--- src/rtl/div23_pkg.sv ---
// Shared constants and FSM state type for the divide-by-23 sequencer.
package div23_pkg;

  localparam int DIVISOR = 23;   // only divisor the step logic supports
  localparam int STEPS   = 22;   // 3-bit digit steps per 64-bit operation
  localparam int DIGIT_W = 3;    // quotient bits retired per step
  localparam int REM_W   = 5;    // remainder width, holds 0..22
  localparam int CHUNK_W = REM_W + DIGIT_W;

  typedef enum logic [1:0] {
    IDLE = 2'd0,
    BUSY = 2'd1,
    DONE = 2'd2
  } state_t;

endpackage

--- src/rtl/div23_step.sv ---
// One radix-8 long-division digit: chunk (< 184) split into quotient digit
// and remainder by three restoring compare/subtract stages.
module div23_step #(
  parameter int DIVISOR = 23
) (
  input  logic [7:0] chunk,
  output logic [2:0] q,
  output logic [4:0] r
);

  localparam logic [7:0] D1 = 8'(DIVISOR);
  localparam logic [7:0] D2 = 8'(DIVISOR * 2);
  localparam logic [7:0] D4 = 8'(DIVISOR * 4);

  logic [7:0] work;

  // Restoring division against 4D, 2D and D, one quotient bit each.
  always_comb begin
    // NOTE: every signal written here gets a default first, otherwise a path
    // that skips an assignment would infer a latch.
    work = chunk;
    q    = '0;
    if (work >= D4) begin
      q[2] = 1'b1;
      work = work - D4;
    end
    if (work >= D2) begin
      q[1] = 1'b1;
      work = work - D2;
    end
    if (work >= D1) begin
      q[0] = 1'b1;
      work = work - D1;
    end
    r = work[4:0];
  end

endmodule

--- src/rtl/div23_seq_ctrl.sv ---
// Sequential unsigned divide-by-23: one 3-bit quotient digit per BUSY cycle,
// valid/ready handshake on both the dividend and result sides.
module div23_seq_ctrl #(
  parameter int DW      = 64,
  parameter int DIVISOR = div23_pkg::DIVISOR,
  parameter int STEPS   = div23_pkg::STEPS
) (
  input  logic          clk,
  input  logic          rst_n,
  input  logic          in_valid,
  output logic          in_ready,
  input  logic [DW-1:0] in_dividend,
  output logic          out_valid,
  input  logic          out_ready,
  output logic [DW-1:0] out_quot,
  output logic [4:0]    out_rem,
  output logic          busy
);

  import div23_pkg::*;

  localparam int SW = STEPS * DIGIT_W;        // zero-extended dividend width
  localparam int CW = $clog2(STEPS + 1);

  state_t              state;
  state_t              state_nxt;
  logic [SW-1:0]       dvd;
  // The quotient of a DW-bit dividend fits in DW bits, so the two extra
  // digit bits the full SW-bit shift would carry are always zero and dropped.
  logic [DW-1:0]       quot;
  logic [REM_W-1:0]    rem;
  logic [CW-1:0]       cnt;
  logic [DIGIT_W-1:0]  q3;
  logic [REM_W-1:0]    r5;
  logic                accept;
  logic                last_step;

  assign in_ready  = rst_n && (state == IDLE);
  assign accept    = in_valid && in_ready;
  assign last_step = (cnt == CW'(STEPS - 1));
  assign out_valid = (state == DONE);
  assign busy      = (state != IDLE);
  assign out_quot  = quot;
  assign out_rem   = rem;

  div23_step #(.DIVISOR(DIVISOR)) u_step (
    .chunk ({rem, dvd[SW-1 -: DIGIT_W]}),
    .q     (q3),
    .r     (r5)
  );

  // State register with synchronous reset.
  always_ff @(posedge clk) begin
    // NOTE: sequential state uses non-blocking assignment so every register
    // samples pre-edge values regardless of block ordering.
    if (!rst_n) state <= IDLE;
    else        state <= state_nxt;
  end

  // Next-state: accept -> run STEPS digits -> hold result until taken.
  always_comb begin
    state_nxt = state;
    unique case (state)
      IDLE:    if (accept)    state_nxt = BUSY;
      BUSY:    if (last_step) state_nxt = DONE;
      DONE:    if (out_ready) state_nxt = IDLE;
      default:                state_nxt = IDLE;
    endcase
  end

  // Datapath: load on acceptance, retire one digit per BUSY cycle.
  always_ff @(posedge clk) begin
    if (!rst_n) begin
      dvd  <= '0;
      quot <= '0;
      rem  <= '0;
      cnt  <= '0;
    end else if (accept) begin
      dvd  <= {{(SW-DW){1'b0}}, in_dividend};
      quot <= '0;
      rem  <= '0;
      cnt  <= '0;
    end else if (state == BUSY) begin
      rem  <= r5;
      quot <= {quot[DW-DIGIT_W-1:0], q3};
      dvd  <= dvd << DIGIT_W;
      cnt  <= cnt + CW'(1);
    end
  end

endmodule

--- config.mk ---
export PLATFORM = sky130hd
export DESIGN_NAME = div23_seq_ctrl
export DESIGN_NICKNAME = d
export VERILOG_FILES = /design/src/rtl/div23_pkg.sv /design/src/rtl/div23_step.sv /design/src/rtl/div23_seq_ctrl.sv
export SDC_FILE = /design/constraint.sdc
export NUM_CORES = 1
export LEC_CHECK = 0
export BUFFER_PORTS_ARGS = -buffer_cell sky130_fd_sc_hd__buf_4
export CORE_MARGIN = 5
export CORE_UTILIZATION = 54
export DETAILED_ROUTE_END_ITERATION = 7
export PLACE_DENSITY_LB_ADDON = 0.25
export SLEW_MARGIN = 20
export SYNTH_ARGS = -nofsm -noshare
export SYNTH_HDL_FRONTEND = slang
export SYNTH_SLANG_ARGS = --single-unit
export TNS_END_PERCENT = 10
--- constraint.sdc ---
create_clock -name clk -period 4.45 [get_ports clk]
set_clock_uncertainty 0.15 [all_clocks]
set_input_delay 0.445 -clock clk [delete_from_list [all_inputs] [get_ports clk]]
set_output_delay 0.445 -clock clk [all_outputs]
set_load 0.03 [all_outputs]
==> results of run 1 <==
==> power groups by stage <==
| stage | clock, mW | sequential, mW | combinational (mW) |
|---|---|---|---|
| floorplan | 0 | 1.39 | 0.241 |
| global route | 1.43 | 1.37 | 0.390 |
| detailed placement | 0 | 1.39 | 0.350 |
| global placement | 0 | 1.39 | 0.339 |
| CTS | 1.37 | 1.36 | 0.351 |
| finish | 1.34 | 1.36 | 0.350 |
==> per-layer routing <==
| metal | GRT usage, % | vias up |
|---|---|---|
| li1 | - | 2927 |
| met4 | 7.527 | 0 |
| met5 | 0 | - |
| met2 | 36.35 | 164 |
| met3 | 7.496 | 21 |
| met1 | 26.38 | 2691 |
==> worst max-delay path, stage by stage, from the launching register on <==
cell and delay, ns:
dfxtp_1 0.48, ha_1 0.44, a211oi_2 0.15, nor2_1 0.21
xor2_1 0.30, ha_1 0.23, inv_1 0.08, a211oi_2 0.18
o21bai_1 0.13, nand2_1 0.20, xnor2_1 0.17, ha_1 0.23
and4_1 0.19, a311o_1 0.21, a21oi_4 0.10, or4_1 0.52
nand3_1 0.08
==> state kept, by name, indices dropped and copies added (netlist names) <==
| name | flops |
|---|---|
| dvd | 66 |
| out_rem | 5 |
| cnt | 5 |
| out_quot | 64 |
| state | 2 |
==> worst max path at each step <==
stage	to	slack, ns	cells after the start
floorplan	out_rem[3]	0.79	17
global placement	out_rem[3]	0.63	16
detailed placement	out_rem[3]	0.41	16
CTS	out_rem[3]	0.38	16
global route	out_rem[3]	0.04	16
finish	out_rem[3]	0.32	16
==> stage by stage <==
step	util, %	worst slack [ns]	std cells
after floorplan	-	0.7905	791
after global placement	63.96	0.6252	1014
after detailed placement	63.96	0.4107	1014
after CTS	68.96	0.3779	1046
after global routing	68.96	0.03970	1046
final	68.96	0.3210	1046
==> area by class of cell <==
| cell class | count | area, sq um | share of cell area (%) |
|---|---|---|---|
| Clock buffer | 21 | 460.4 | 5.848 |
| Clock inverter | 11 | 110.1 | 1.398 |
| Inverter | 7 | 26.28 | 0.3337 |
| Multi-Input combinational cell | 577 | 3154 | 40.06 |
| Sequential cell | 142 | 2843 | 36.10 |
| Tap cell | 143 | 178.9 | 2.272 |
| Timing Repair Buffer | 145 | 1101 | 13.98 |
==> logic make-up (layout without fill, tap and decap cells) <==
group                    count (synthesis)  in the layout
AND/OR/NAND/NOR                        383            383
AO/OA/AOI/OAI                          180            180
flip-flops                             142            142
buffers and inverters                   72            184
XOR/XNOR                                 6              6
adder cells (fa/ha/maj)                  5              5
multiplexers                             3              3
==> cell usage in the layout, fill, tap and decap left out, types with 3 or more instances in the layout <==
| cell | count |
|---|---|
| clkbuf_16 | 17 |
| nand2_1 | 255 |
| ha_1 | 5 |
| clkinvlp_4 | 3 |
| nand2b_1 | 3 |
| o211a_1 | 60 |
| o21ai_0 | 5 |
| a31oi_1 | 4 |
| nor2_1 | 20 |
| and2_1 | 3 |
| a21o_1 | 3 |
| o21ai_1 | 5 |
| nand4_1 | 5 |
| mux2i_1 | 3 |
| a211oi_2 | 3 |
| buf_4 | 144 |
| nand3_1 | 70 |
| a21oi_1 | 72 |
| nor2b_1 | 4 |
| inv_1 | 7 |
| a21boi_0 | 4 |
| nor3_1 | 6 |
| clkinv_4 | 4 |
| dfxtp_1 | 142 |
| and3_1 | 3 |
| xor2_1 | 4 |
==> metrics.txt, run 1 <==
outcome complete, no violations; post-route ant nets 0; most common cell in the netlist nand2_1; Final #Nets 963; grt ovf 0; switching power 783.2 uW; Final Cycle Share 92.79%; switching share of power 25.65%; Syn-to-layout area delta 25.63%; leak pwr 3.698 nW; DR DRC count 0; DR WL/cell 14.61 um; Total GRT Usage 21.87%; vias in the first global route 5522; Die Span Y 117.7 um; adder-cell share of the synthesized area 0.9982%; cts bufs inserted 17; flops & latches, synth 142; Starting DRT DRC Count 402; Clk Latency, worst-skew pair 0.41 ns; Synth area leader dfxtp_1; row count 39; top cells by area, synth dfxtp_1 45%, nand2_1 15%, o211a_1 9.6%; # hold bufs at CTS 0; worst hold path class primary input to flip-flop; Hold Crit Depth 2; Final Max Slew Viols 0; Filler Cell Count 966; CTS tree done; # H-tree levels 4; WHS Endpoint dvd[42]; Cells after Synth 791; clock tree buffer depth 2; gp weighted congestion 0.8064; highest routing layer actually used met4; nets in the synthesized netlist 864; Sequential Power Share 44.7%; Starting Density 54.89%; Tightest Pin Transition 1.019 ns; Avg Cell Area, Syn 7.923 sq um; Die X 117.7 um; Compound-Gate Fraction of Synth Area 21.58%; Setup TNS 0 ns; Comb power frac 11.5%; Ant. Diodes 0; WL met3 1.097 mm; Worst slew margin 32.09%; Port Buffers 139; post-CTS sizing 0; RR Endpoint out_rem[3]; Unique masters post-synth 56; Worst Path Required 4.65 ns; Clock Sinks 142; Post-synth EDFFs 0; mux share of post-synthesis cell area 0.4791%; share of cells above drive strength 1 21.04%; dominant synthesized flop cell dfxtp_1; worst hold start in_dividend[42]; crit path launch type flip-flop; Synth Warn # 0; wire length on met1 6.486 mm; I/O pins 140; max cap viols 0; drt first pass iters 5; fin crit period 4.129 ns; largest net degree at the start of global routing 100; Crit Path Max Fanout 10; worst reg2reg path depth 16; fmax 0.2422 GHz; clk root buf clkbuf_16; synthesized area 6267 sq um; Yosys top cell area share 45.36%; RSZ-0062 raised after global routing false; Post-synth top cells 257 x nand2_1, 142 x dfxtp_1, 72 x a21oi_1; Crit. End Element flip-flop; origin of the critical flop-to-flop path dvd[65]; r2r setup slk 0.32 ns; internal power 2.270 mW; Final Instance Area 7874 sq um; clk slew on worst S/H paths 0.06 ns; register area share after synthesis 45.36%; routed length on met2 7.481 mm; Clock Power Share 43.9%; drt total wl 15.29 mm; crit path kind flip-flop to flip-flop; via count 5803; WHS 0.1167 ns; DPL Wire Length 10.17 mm; via/cell ratio 5.548; largest family of logic cells by synthesized area simple AND/OR/NAND/NOR gates; total core area 11420 sq um; Die ar. 13860 sq um; Synth Area in XOR/XNOR 0.8385%; Post-CTS Setup Bufs 0; Final Hold Viols 0; Synth async-reset ratio 0%; total power 3.053 mW; simple-gate portion of the synthesized area 26.03%; first-pass GRT wire length 25.76 mm; maximum VDD drop 0.2874 mV; DP Area 7303 sq um; start point of the critical path dvd[65]; worst path arrival time 4.33 ns; Pwr Density 387.8 nW/um^2; initial antenna violation count 0; final setup fails 0
Note: power is estimated with default switching activity, not from simulation.
==> inputs of run 2 (changes only) <==
ABC_AREA = 1   (was not set)
CELL_PAD_IN_SITES_DETAIL_PLACEMENT = 0   (was not set)
CELL_PAD_IN_SITES_GLOBAL_PLACEMENT = 2   (was not set)
CORE_UTILIZATION = 29   (was 54)
==> run 2 against run 1 <==
  * Design area increased by 3.9%
  * Maximum frequency grew 38%
  * Wire length up 12%
  * Utilization shrank 31 points
==> metrics.txt, run 2 <==
outcome complete, no violations (unchanged); Starting Density 29.14% (was 54.89%); Pwr Density 464.7 nW/um^2 (was 387.8 nW/um^2); Die ar. 24780 sq um (was 13860 sq um); worst stage delay on the critical path 0.41 ns (was 0.52 ns); r2r setup slk 1.45 ns (was 0.32 ns); Tightest Pin Transition 0.9453 ns (was 1.019 ns); I/O pins 140 (unchanged); Largest register FFs 66 (unchanged); first-pass GRT wire length 28.32 mm (was 25.76 mm); Clk Latency, worst-skew pair 0.41 ns (about the same); DPL Wire Length 11.10 mm (was 10.17 mm); Synth async-reset ratio 0% (unchanged); Final Hold Viols 0 (unchanged); Yosys top cell area share 45.12% (was 45.36%); Syn-to-layout area delta 29.83% (was 25.63%); Setup TNS 0 ns (unchanged); clk root buf clkbuf_16 (unchanged); # hold bufs at CTS 0 (unchanged); post-CTS sizing 0 (unchanged); Final Max Slew Viols 0 (unchanged); most common cell in the netlist nand2_1 (unchanged); max cap viols 0 (unchanged); DR DRC count 0 (unchanged); Placement Setup Slack 1.449 ns (was 0.4107 ns); clock tree buffer depth 2 (unchanged); CTS tree done (unchanged); Die Span Y 157.4 um (was 117.7 um); crit path launch type flip-flop (unchanged); # H-tree levels 4 (unchanged); clk slew on worst S/H paths 0.06 ns (about the same); Cells after Synth 946 (was 791); Post-synth EDFFs 0 (unchanged); share of cells above drive strength 1 19.87% (was 21.04%); drt first pass iters 5 (unchanged); grt ovf 0 (unchanged); via/cell ratio 4.357 (was 5.548); top cells by area, synth dfxtp_1 45%, nand2_1 28%, a31oi_1 6.2% (was dfxtp_1 45%, nand2_1 15%, o211a_1 9.6%); Post-CTS Setup Bufs 0 (unchanged); gp weighted congestion 0.7387 (was 0.8064); Final #Nets 1133 (was 963); largest net degree at the start of global routing 90 (was 100); Unique masters post-synth 31 (was 56); Avg Cell Area, Syn 6.661 sq um (was 7.923 sq um); Total GRT Usage 13.97% (was 21.87%); RSZ-0062 raised after global routing false (unchanged); Clock Sinks 142 (unchanged); cts bufs inserted 17 (unchanged); most frequent cells in the layout 476 x nand2_1, 146 x buf_4, 142 x dfxtp_1, 96 x inv_1, 62 x a31oi_1 (was 255 x nand2_1, 144 x buf_4, 142 x dfxtp_1, 72 x a21oi_1, 70 x nand3_1); Synth Warn # 0 (unchanged); via count 5890 (was 5803); Die X 157.4 um (was 117.7 um); synthesized area 6301 sq um (was 6267 sq um); flops & latches, synth 142 (unchanged); crit path kind flip-flop to flip-flop (unchanged); crit-path cells ha_1, nand2_2, nand2_2, nand2_4, nand2_4, nand2_1, nand2_2, ha_1, inv_1, nor2_1, nand2_2, nand3_4, nand2_1, nand2_1, inv_1, ha_1, nand3_1, nand2_2, nand2_4, nand2_4, nand2_1, nand2_1, o21ai_1, inv_1 (was ha_1, a211oi_2, nor2_1, xor2_1, ha_1, inv_1, a211oi_2, o21bai_1, nand2_1, xnor2_1, ha_1, and4_1, a311o_1, a21oi_4, or4_1, nand3_1); final setup fails 0 (unchanged); Worst slew margin 36.98% (was 32.09%); post-route ant nets 0 (unchanged); maximum VDD drop 0.2307 mV (was 0.2874 mV); worst hold path class primary input to flip-flop (unchanged); initial antenna violation count 0 (unchanged); nets in the synthesized netlist 1019 (was 864); fmax 0.3337 GHz (was 0.2422 GHz); Ant. Diodes 0 (unchanged); leading cell type in the layout, fill and taps excluded nand2_1 (unchanged); Worst Path Required 4.61 ns (was 4.65 ns); fin crit period 2.997 ns (was 4.129 ns); row count 54 (was 39); Post-synth top cells 476 x nand2_1, 142 x dfxtp_1, 99 x inv_1 (was 257 x nand2_1, 142 x dfxtp_1, 72 x a21oi_1); register area share after synthesis 45.12% (was 45.36%); drt total wl 17.10 mm (was 15.29 mm); Crit. End Element flip-flop (unchanged); vias in the first global route 5697 (was 5522); Port Buffers 139 (unchanged); Crit Path Max Fanout 10 (unchanged); Reg with most FFs dvd (unchanged); leak pwr 4.117 nW (was 3.698 nW); Synth area leader dfxtp_1 (unchanged); Starting DRT DRC Count 372 (was 402); worst path arrival time 3.16 ns (was 4.33 ns); DR WL/cell 12.65 um (was 14.61 um); final setup margin 1.453 ns (was 0.3210 ns); dominant synthesized flop cell dfxtp_1 (unchanged); Slowest-stage cell, CP dfxtp_1 (was or4_1); total core area 21620 sq um (was 11420 sq um); Final Cycle Share 67.35% (was 92.79%)
## run 2: cell types whose count changed in the layout (fill, tap and decap cells not counted), moves of 49 or more
cell     delta
inv_1      +89
a21oi_1    -63
nand3_1    -49
a31oi_1    +58
nand2_1   +221
o211a_1    -60
## run 2: layout make-up
cell class              instances  area, sq um
repair buffers                146         1096
well taps                     280        350.3
clock inverters                11        157.7
flip-flops and latches        142         2843
fillers                      2399        13440
clock buffers                  20        456.7
multi-input cells             649         2887
inverters                     104        390.4
## run 2: stage by stage
step / cells / power (mW) / hold slack (ns) / utilization [%] / instance area [sq um]
3_5_place_dp: 1321 / 2.362 / 0.3068 / 34.99 / 7566
6_report: 1352 / 3.801 / 0.08698 / 37.84 / 8180
5_1_grt: 1352 / 4.053 / 0.07521 / 37.84 / 8180
4_1_cts: 1352 / 3.874 / 0.06882 / 37.84 / 8180
2_1_floorplan: 946 / 2.104 / 0.2910 / - / 6301
3_3_place_gp: 1321 / 2.365 / 0.3030 / 34.99 / 7566
## run 2: cell families (layout without fill, tap and decap cells)
logic type	Yosys count	after routing	synth area share, %
xor gates and xnor gates	5	5	0.6950
adders and majority gates	5	5	0.9929
AOI/OAI and AO/OA	94	94	8.975
buffers and inverters	155	281	9.313
DFF	142	142	45.12
and+or+nand+nor	545	545	34.91
## run 2: where the power goes
part	total, mW	internal [mW]	switching, mW	leakage [nW]
Clock	1.48	0.917	0.566	0.294
Combinational	0.932	0.313	0.619	2.67
Sequential	1.39	1.34	0.0507	1.15
Total	3.80	2.57	1.24	4.12
## run 2: path summary, 6_finish.rpt
check                           startpoint         end  depth (start not counted)
worst max-delay path            out_rem[0]  out_rem[0]                         24
worst min-delay path                 rst_n    state[0]                          3
worst max register to register  out_rem[0]  out_rem[0]                         24
worst min register to register      dvd[0]      dvd[0]                          2
## run 2: metal layers
layer  track usage [%]  part of all wire (%)  up-vias
li1                  -                     -     3135
met2             21.45                    44      122
met1             19.22                    49     2622
met5                 0                     0        -
met4             4.179                   1.0        0
met3             3.822                   6.0       11
## run 2: worst max-delay path: cells and delay by family (launching register included)
family / cells / cell delay [ns]
AO/OA/AOI/OAI: 1 / 0.14
adder cells (fa/ha/maj): 3 / 0.58
buffers and inverters: 3 / 0.15
flip-flops: 1 / 0.41
AND/OR/NAND/NOR: 17 / 1.45
==> inputs of run 3 (changes only) <==
CORE_UTILIZATION = 26   (was 29)
clock period = 2.46 ns   (was 4.45 ns; I/O delays follow)
==> run 3 against run 2 <==
  * Design area grew 13%
  * Maximum frequency rose by 15%
  * Combinational power is 130% higher
  * Sequential share of layout area down 3.9 points
  * The run now ends with negative setup slack left
  * Critical path depth fell by 3
  * Via count increased by 6.0%
  * Hold slack gained 0.098 ns
  * Total power is 88% higher
  * Flip-flop and latch count unchanged
  * Final cell count up 11%
==> metrics.txt, run 3 (synthesized netlist as in run 2, its figures left out) <==
gp weighted congestion 0.7893 (was 0.7387); Crit Path Max Fanout 7 (was 10); switching share of power 33.39% (was 32.51%); Pwr Density 775.4 nW/um^2 (was 464.7 nW/um^2); leading cell type in the layout, fill and taps excluded nand2_1 (unchanged); worst path arrival time 2.79 ns (was 3.16 ns); clock tree buffer depth 2 (unchanged); met1 Usage GRT 17.67% (was 19.22%); Worst slew margin 50.91% (was 36.98%); clk root buf clkbuf_16 (unchanged); via count 6241 (was 5890); crit-path cells ha_4, nand2_2, nand2_2, nand2_4, nand3b_1, nand2_4, inv_2, nor2_2, nand2_2, and2_4, nand3_2, nand2_2, inv_2, ha_4, nand3_2, nand2_2, buf_4, o21ai_0, nand2_1, nand3_1, a21oi_1 (was ha_1, nand2_2, nand2_2, nand2_4, nand2_4, nand2_1, nand2_2, ha_1, inv_1, nor2_1, nand2_2, nand3_4, nand2_1, nand2_1, inv_1, ha_1, nand3_1, nand2_2, nand2_4, nand2_4, nand2_1, nand2_1, o21ai_1, inv_1); grt ovf 0 (unchanged); clk slew on worst S/H paths 0.06 ns (about the same); DR DRC count 0 (unchanged); placed cell count 1387 (was 1321); final core occ 38.33% (was 37.84%); Clock Sinks 142 (unchanged); gr busiest metal met2 (unchanged); CTS tree done (unchanged); worst hold path class primary input to flip-flop (unchanged); Comb power frac 29.6% (was 24.5%); Worst Path Required 2.65 ns (was 4.61 ns); most frequent cells in the layout 471 x nand2_1, 174 x buf_4, 138 x dfxtp_1, 94 x inv_1, 67 x dlygate4sd3_1 (was 476 x nand2_1, 146 x buf_4, 142 x dfxtp_1, 96 x inv_1, 62 x a31oi_1); DR WL/cell 12.26 um (was 12.65 um); via/cell ratio 4.177 (was 4.357); Non-Filler Instances 1494 (was 1352); Crit. End Element flip-flop (unchanged); Die X 165.7 um (was 157.4 um); initial antenna violation count 1 (was 0); RSZ-0062 raised after global routing true (was false); drt first pass iters 4 (was 5); DP Area 7855 sq um (was 7566 sq um); post-route ant nets 0 (unchanged); WHS 0.1848 ns (was 0.08698 ns); failing checks negative setup slack; share of cells above drive strength 1 22.50% (was 19.87%); met2 Use GR 21.36% (was 21.45%); Final Max Slew Viols 0 (unchanged); Die Span Y 165.7 um (was 157.4 um); drt total wl 18.31 mm (was 17.10 mm); final setup margin -0.1468 ns (was 1.453 ns); leak pwr 4.536 nW (was 4.117 nW); # H-tree levels 4 (unchanged); Filler Cell Count 2678 (was 2399); Final Cycle Share 106.0% (was 67.35%); DPL Wire Length 11.65 mm (was 11.10 mm); fin crit period 2.607 ns (was 2.997 ns); Starting DRT DRC Count 320 (was 372); Clock Power Share 35.4% (was 39.0%); largest net degree at the start of global routing 137 (was 90); Reg with most FFs dvd (unchanged); max cap viols 0 (unchanged); switching power 2.392 mW (was 1.236 mW); Total GRT Usage 13.13% (was 13.97%); cts bufs inserted 17 (unchanged); fmax 0.3836 GHz (was 0.3337 GHz); Slowest-stage cell, CP dfxtp_4 (was dfxtp_1); final setup fails 6 (was 0); Port Buffers 139 (unchanged); Sequential Power Share 35.0% (was 36.5%); Syn-to-layout area delta 46.64% (was 29.83%); crit path kind flip-flop to flip-flop (unchanged); Die ar. 27450 sq um (was 24780 sq um); Final Instance Area 9240 sq um (was 8180 sq um); I/O pins 140 (unchanged); row count 57 (was 54); Starting Density 26.14% (was 29.14%); maximum VDD drop 0.3391 mV (was 0.2307 mV); total core area 24110 sq um (was 21620 sq um); Clk Latency, worst-skew pair 0.42 ns (was 0.41 ns); worst stage delay on the critical path 0.35 ns (was 0.41 ns); internal power 4.773 mW (was 2.566 mW); Most common cell on crit path nand2_2; first-pass GRT wire length 30.29 mm (was 28.32 mm); outcome finished, violations left (was complete, no violations); Final Hold Viols 0 (unchanged); crit path launch type flip-flop (unchanged); Tightest Pin Transition 0.7363 ns (was 0.9453 ns); vias in the first global route 6010 (was 5697); met3 global-route usage 2.765% (was 3.822%); Largest register FFs 66 (unchanged); Final #Nets 1230 (was 1133)
-- run 3: cell types whose count changed in the layout (fill, tap and decap cells not counted), sizes merged --
cell / previous run / this run
clkbuf: 20 / 18
clkinv: 3 / 4
dlygate4sd3: 0 / 67
clkinvlp: 2 / 4
diode: 0 / 1
bufinv: 3 / 2
buf: 146 / 176
-- run 3: stage by stage --
stage | TNS [ns] | setup slack (ns) | power, mW
floorplan | -0.6515 | -0.1518 | 3.819
global route | -1.876 | -0.3451 | 7.616
detailed placement | -1.038 | -0.2183 | 4.438
finish | -0.7187 | -0.1468 | 7.165
CTS | -0.6553 | -0.1393 | 7.175
global placement | -0.8212 | -0.1897 | 4.451
-- run 3: area by class of cell --
class / instances / area [sq um] / share of cell area (%)
Multi-Input combinational cell: 649 / 3002 / 32.48
Inverter: 104 / 392.9 / 4.252
Clock inverter: 13 / 141.4 / 1.530
Clock buffer: 18 / 429.2 / 4.645
Sequential cell: 142 / 2850 / 30.85
Antenna cell: 1 / 2.502 / 0.02708
Timing Repair Buffer: 243 / 2017 / 21.83
Tap cell: 324 / 405.4 / 4.387
-- run 3: per-layer routing --
| metal | wire [um] | share of wire (%) |
|---|---|---|
| met1 | 9127 | 50 |
| met2 | 8260 | 45 |
| met3 | 740 | 4.0 |
| met4 | 185 | 1.0 |
| met5 | 0 | 0 |
-- run 3: power by group through the flow --
| stage | Sequential, mW | Combinational (mW) | Clock (mW) |
|---|---|---|---|
| after floorplan | 2.60 | 1.22 | 0 |
| after global placement | 2.56 | 1.90 | 0 |
| after detailed placement | 2.56 | 1.88 | 0 |
| after CTS | 2.51 | 2.03 | 2.64 |
| after global routing | 2.52 | 2.36 | 2.73 |
| final | 2.51 | 2.12 | 2.54 |
-- run 3: final timing paths --
path | depth (start not counted) | end | startpoint | slack (ns)
min | 5 | state[1] | in_valid | 0.18
max reg2reg | 21 | out_rem[4] | out_rem[0] | -0.15
max | 21 | out_rem[4] | out_rem[0] | -0.15
min reg2reg | 2 | dvd[1] | dvd[1] | 0.32
-- run 3: critical path, delay by kind of cell, from the launching register on --
kind            cells  cell delay, ns
compound gates      2            0.22
fa+ha+maj           2            0.27
buf+inv             3            0.23
simple gates       14            1.33
flops               1            0.35
-- run 3: timing repair --
item / in CTS / in global routing
hold endpoints to repair: 66 / 0
cloned: 0 / 0
setup endpoints to repair: 6 / 6
setup buffers: 3 / 5
gates resized for setup: 10 / 9
hold buffers: 67 / 0
pin swaps: 7 / 10
